===== config.mk =====
export PLATFORM = sky130hd
export DESIGN_NAME = uart_cmd_controller
export DESIGN_NICKNAME = d
export VERILOG_FILES = /design/src/rtl/uart_cmd_controller.sv
export SDC_FILE = /design/constraint.sdc
export NUM_CORES = 1
export LEC_CHECK = 0
export CAP_MARGIN = 0
export CORE_AREA = 2 2 59 61
export CTS_BUF_LIST = sky130_fd_sc_hd__clkbuf_4 sky130_fd_sc_hd__clkbuf_8
export CTS_CLUSTER_SIZE = 16
export DETAILED_ROUTE_END_ITERATION = 12
export DIE_AREA = 0 0 61 63
export DONT_BUFFER_PORTS = 1
export PLACE_DENSITY = 0.78
export SETUP_SLACK_MARGIN = 0.1
export SYNTH_ARGS = -nofsm -noshare
export SYNTH_HDL_FRONTEND = slang
export SYNTH_SLANG_ARGS = --single-unit

===== constraint.sdc =====
create_clock -name clk -period 4.75 [get_ports clk]
set_clock_uncertainty 0.1 [all_clocks]
set_input_delay 0.95 -clock clk [delete_from_list [all_inputs] [get_ports clk]]
set_output_delay 0.95 -clock clk [all_outputs]
set_load 0.01 [all_outputs]

===== src/rtl/uart_cmd_controller.sv =====
// Command parser and flash sequencer for the UART-to-flash path: opcode/length/address
// header, then RAM pass and flash operation. Optional header timeout via UART_CMD_TIMEOUT_EN.
module uart_cmd_controller #(
  parameter logic [23:0] TIMEOUT_CYCLES = 24'd5_000_000
) (
  input  logic        clk,
  input  logic        rst_n,
  input  logic        rx_flag,
  input  logic [7:0]  rx_data,
  input  logic        finish_flag,
  input  logic        flash_done,
  output logic [7:0]  status,
  output logic [7:0]  data_trans_length,
  output logic [15:0] flash_addr,
  output logic        flash_start,
  output logic        flash_wr,
  output logic        busy,
  output logic        cmd_err
);

  typedef enum logic [7:0] {
    IDLE        = 8'h01,
    GET_LEN     = 8'h02,
    GET_ADDR    = 8'h04,
    FLASH_READ  = 8'h08,
    WRITING_RAM = 8'h10,
    READING_RAM = 8'h20,
    FLASH_WRITE = 8'h40,
    ERROR       = 8'h80
  } state_t;

  state_t     state;
  logic       rxFlagD;
  logic       byteVld;
  logic [7:0] byteReg;
  logic       opWr;
  logic       byteCnt;
  logic       timeout;

  assign status = state;
  assign busy   = (state != IDLE);

  // Edge-detect stage: the byte is registered with its valid pulse, FSM acts one edge later.
  always_ff @(posedge clk or negedge rst_n) begin
    if (!rst_n) begin
      rxFlagD <= 1'b0;
      byteVld <= 1'b0;
      byteReg <= 8'h00;
    end else begin
      rxFlagD <= rx_flag;
      byteVld <= rx_flag & ~rxFlagD;
      byteReg <= rx_data;
    end
  end

`ifdef UART_CMD_TIMEOUT_EN
  logic [23:0] toCnt;
  logic        inHeader;
  assign inHeader = (state == GET_LEN) || (state == GET_ADDR);
  assign timeout  = inHeader && !byteVld && (toCnt == TIMEOUT_CYCLES - 24'd1);

  always_ff @(posedge clk or negedge rst_n) begin
    if (!rst_n)                  toCnt <= 24'd0;
    else if (!inHeader || byteVld) toCnt <= 24'd0;
    else                         toCnt <= toCnt + 24'd1;
  end
`else
  // Counter compiled out; the parameter stays in the interface but never fires.
  assign timeout = 1'b0 & (^TIMEOUT_CYCLES);
`endif

  always_ff @(posedge clk or negedge rst_n) begin
    if (!rst_n) begin
      state             <= IDLE;
      data_trans_length <= 8'h00;
      flash_addr        <= 16'h0000;
      flash_start       <= 1'b0;
      flash_wr          <= 1'b0;
      cmd_err           <= 1'b0;
      opWr              <= 1'b0;
      byteCnt           <= 1'b0;
    end else begin
      flash_start <= 1'b0;
      cmd_err     <= 1'b0;
      case (state)
        IDLE: if (byteVld) begin
          if (byteReg == 8'h57) begin
            opWr  <= 1'b1;
            state <= GET_LEN;
          end else if (byteReg == 8'h52) begin
            opWr  <= 1'b0;
            state <= GET_LEN;
          end else begin
            state   <= ERROR;
            cmd_err <= 1'b1;
          end
        end
        GET_LEN: if (byteVld) begin
          data_trans_length <= byteReg;
          byteCnt           <= 1'b0;
          if (byteReg == 8'h00) begin
            state   <= ERROR;
            cmd_err <= 1'b1;
          end else begin
            state <= GET_ADDR;
          end
        end else if (timeout) begin
          state   <= ERROR;
          cmd_err <= 1'b1;
        end
        GET_ADDR: if (byteVld) begin
          byteCnt <= ~byteCnt;
          if (!byteCnt) begin
            flash_addr[15:8] <= byteReg;
          end else begin
            flash_addr[7:0] <= byteReg;
            if (opWr) begin
              state <= WRITING_RAM;
            end else begin
              state       <= FLASH_READ;
              flash_start <= 1'b1;
              flash_wr    <= 1'b0;
            end
          end
        end else if (timeout) begin
          state   <= ERROR;
          cmd_err <= 1'b1;
        end
        WRITING_RAM: if (finish_flag) begin
          state       <= FLASH_WRITE;
          flash_start <= 1'b1;
          flash_wr    <= 1'b1;
        end
        FLASH_WRITE: if (flash_done) begin
          state    <= IDLE;
          flash_wr <= 1'b0;
        end
        FLASH_READ: if (flash_done) state <= READING_RAM;
        READING_RAM: if (finish_flag) state <= IDLE;
        ERROR: state <= IDLE;
        default: begin
          state    <= IDLE;
          flash_wr <= 1'b0;
        end
      endcase
    end
  end

endmodule


==> out/metrics.yaml <==
setup_path:
  slowest_delay_ps: 550
  cp.arrival_ps: 1720
  startpoint_type: "flip-flop"
  cp.required_ps: 3700
  worstPathMaxFanout: 11
  path_class: "flip-flop to primary output"
  crit_family: "simple AND/OR/NAND/NOR gates"
  crit_chain: "nor4_4, and2_2, nand2_1"
  worst_path_max_delay_cell: "dfrtp_1"
  cp-end-kind: "primary output"
  path_buf_inv: 0
power_and_ir_drop:
  power_w: 0.0007130
  pwr-share-comb_pct: 12.9
  power_density_nw_per_um2: 343.1
  power_frac_clock_pct: 25.7
  internal_power_w: 0.0005185
  p_sw_w: 0.0001945
  pwr-share-seq_pct: 61.4
  vdd_drop_max_v: 0.0002398
  switching_share_pct: 27.28
  leakage_nw: 1.028
timing:
  relSlewSlack_pct: 42.01
  fin_crit_sh_pct: 58.39
  fmax_mhz: 360.6
  tns_ps: 0
  setup_viol: 0
  rsz0062_at_grt: "no"
  finalCriticalPeriod_ps: 2773
  finalHoldViolations: 0
  worst_pin_slew_ps: 861.9
  final_max_slew_viol_count: 0
layout:
  final_common_cell: "dfrtp_1"
  final_layout_size_suffix_gt1_share_pct: 26.88
  multi_input_area_um2: 770.7
  areaGrowthSynthToFinish_pct: 4.663
  final_cell_mix: "46 x dfrtp_1, 16 x mux2_2, 12 x o21ai_0, 10 x nand2_1"
  utilization_pct: 64.31
  layout.nets: 172
  diodes: 0
  n_fill_cell: 270
  regArea_um2: 1177
status:
  outcome: "finished clean"
placement:
  port_buffers: 0
  gp_congestion: 1.019
  post-dp-hpwl_um: 2711
clock_tree:
  post_cts_buffers: 0
  cts_buffers: 5
  path_clk_slew_ps: 120
  htree_levels: 2
  ctsHoldBuffers: 0
  cts_buffer_depth: 2
  cts_resized: 0
  cts_root_buf: "clkbuf_4"
  cts_tree: "done"
  clk_latency_ps: 340
  numClockSinks: 47
synthesis:
  synth.largest_area_cell: "dfrtp_1"
  synth_area_leaders: "dfrtp_1 58%, mux2_2 9.1%, mux2_4 6.0%"
  yosysWarnings: 0
  synth_fp_nets: 167
  avgSynthCellArea_um2: 12.89
  synthCells: 154
  yosysUniqueCellTypes: 35
  ys_seq_area_share_pct: 59.29
  yosysTopAreaCellShare_pct: 57.97
  syn_area_um2: 1986
  ys_seq_elements: 47
drt:
  highest_layer: "met4"
  antenna_left: 0
  avgViaCountPerCell: 6.053
  vias: 1247
  drc: 0
  drtPass1Iterations: 4
  met3_length_um: 283
  route.met2.wl_um: 1862
  wirelength_um: 3713
  drt-initial-drc-count: 64
  wl_per_cell_um: 18.02
  wl_met1_um: 1516
global_route:
  groute.usage.overall_pct: 21.10
  grt-ovfl-total: 0
  grt_pass1_wl_um: 5920
  grt_max_degree: 48
  antenna_found_initial: 0
  grt_pass1_vias: 1219
floorplanning:
  dieArea_um2: 3843
  rows: 21
  die_height_um: 63
  core_area_um2: 3232
  ios: 49
  die_x_um: 61
  initial_utilization_pct: 61.44
run:
  cap_violations: 0
worst_hold_path:
  worst_hold_path_type: "input pin to asynchronous set/reset pin"
layer usage:
layer / track usage (%) / vias to the layer above
met3: 7.867 / 8
met2: 33.60 / 52
met4: 4.891 / 0
met1: 27.35 / 620
li1: - / 567
met5: 0 / -
layout make-up:
cell class | count | share of cell area [%]
flip-flops and latches | 47 | 56.65
clock buffers | 7 | 2.529
well taps | 46 | 2.769
clock inverters | 1 | 0.2408
inverters | 4 | 0.7225
multi-input cells | 101 | 37.09
synthesized netlist by cell type:
master	count
xnor2_1	1
nor3b_1	2
nand3_1	4
o32a_1	1
mux2_4	8
nor4_4	1
o2bb2ai_1	1
a21oi_1	4
inv_1	4
o211ai_1	2
nor2_1	8
and2_1	1
o2111ai_1	1
and2_2	2
o21ai_0	12
and3_2	2
o22ai_1	2
or3_1	2
dfrtp_1	46
and2b_2	2
nor4_1	3
o32ai_1	1
buf_6	2
and3_1	2
dfstp_2	1
a31o_2	1
nor4bb_1	1
nand2_1	10
and3b_2	1
nand3b_1	1
mux2_2	16
nor3_1	3
nor2b_1	4
nand3_2	1
mux2i_1	1
power by group through the flow:
stage	Clock, W	Sequential, W	Combinational, W
3_5_place_dp	0	0.000446	0.0000898
2_1_floorplan	0	0.000441	0.0000708
3_3_place_gp	0	0.000445	0.0000856
5_1_grt	0.000208	0.000440	0.000101
6_report	0.000183	0.000438	0.0000920
4_1_cts	0.000191	0.000438	0.0000903
logic make-up (layout without fill, tap and decap cells):
group	after synthesis	count (layout)	share of synthesized area, %
XOR/XNOR	1	1	0.4412
AO/OA/AOI/OAI	25	25	7.688
flip-flops	47	47	59.29
buffers and inverters	6	12	1.890
AND/OR/NAND/NOR	50	50	15.06
multiplexers	25	25	15.63
registers in the layout (all words and copies together) (netlist names):
register           cells
byteVld                1
byteCnt                1
status                 8
opWr                   1
cmd_err                1
rxFlagD                1
flash_wr               1
flash_start            1
data_trans_length      8
flash_addr            16
byteReg                8
stage by stage:
| stage | cells | hold slack (ps) | area [um^2] | setup WS [ps] |
|---|---|---|---|---|
| finish | 206 | 177.8 | 2078 | 1977 |
| global route | 206 | 135.7 | 2078 | 1855 |
| CTS | 206 | 160.6 | 2078 | 1968 |
| detailed placement | 198 | 286.0 | 2021 | 2379 |
| global placement | 198 | 284.5 | 2021 | 2424 |
| floorplan | 154 | 277.7 | 1986 | 2488 |
path summary, 6_finish.rpt:
path,to,slack (ps),cells past startpoint,start
max reg2reg,flash_addr[10],2370,4,status[4]
min,status[5],180,0,rst_n
max in group asynchronous,status[0],4200,0,rst_n
min reg2reg,byteVld,300,1,rxFlagD
min in group clk,byteVld,300,1,rxFlagD
max,busy,1980,3,status[4]
Power figures use the tool's default switching activity.
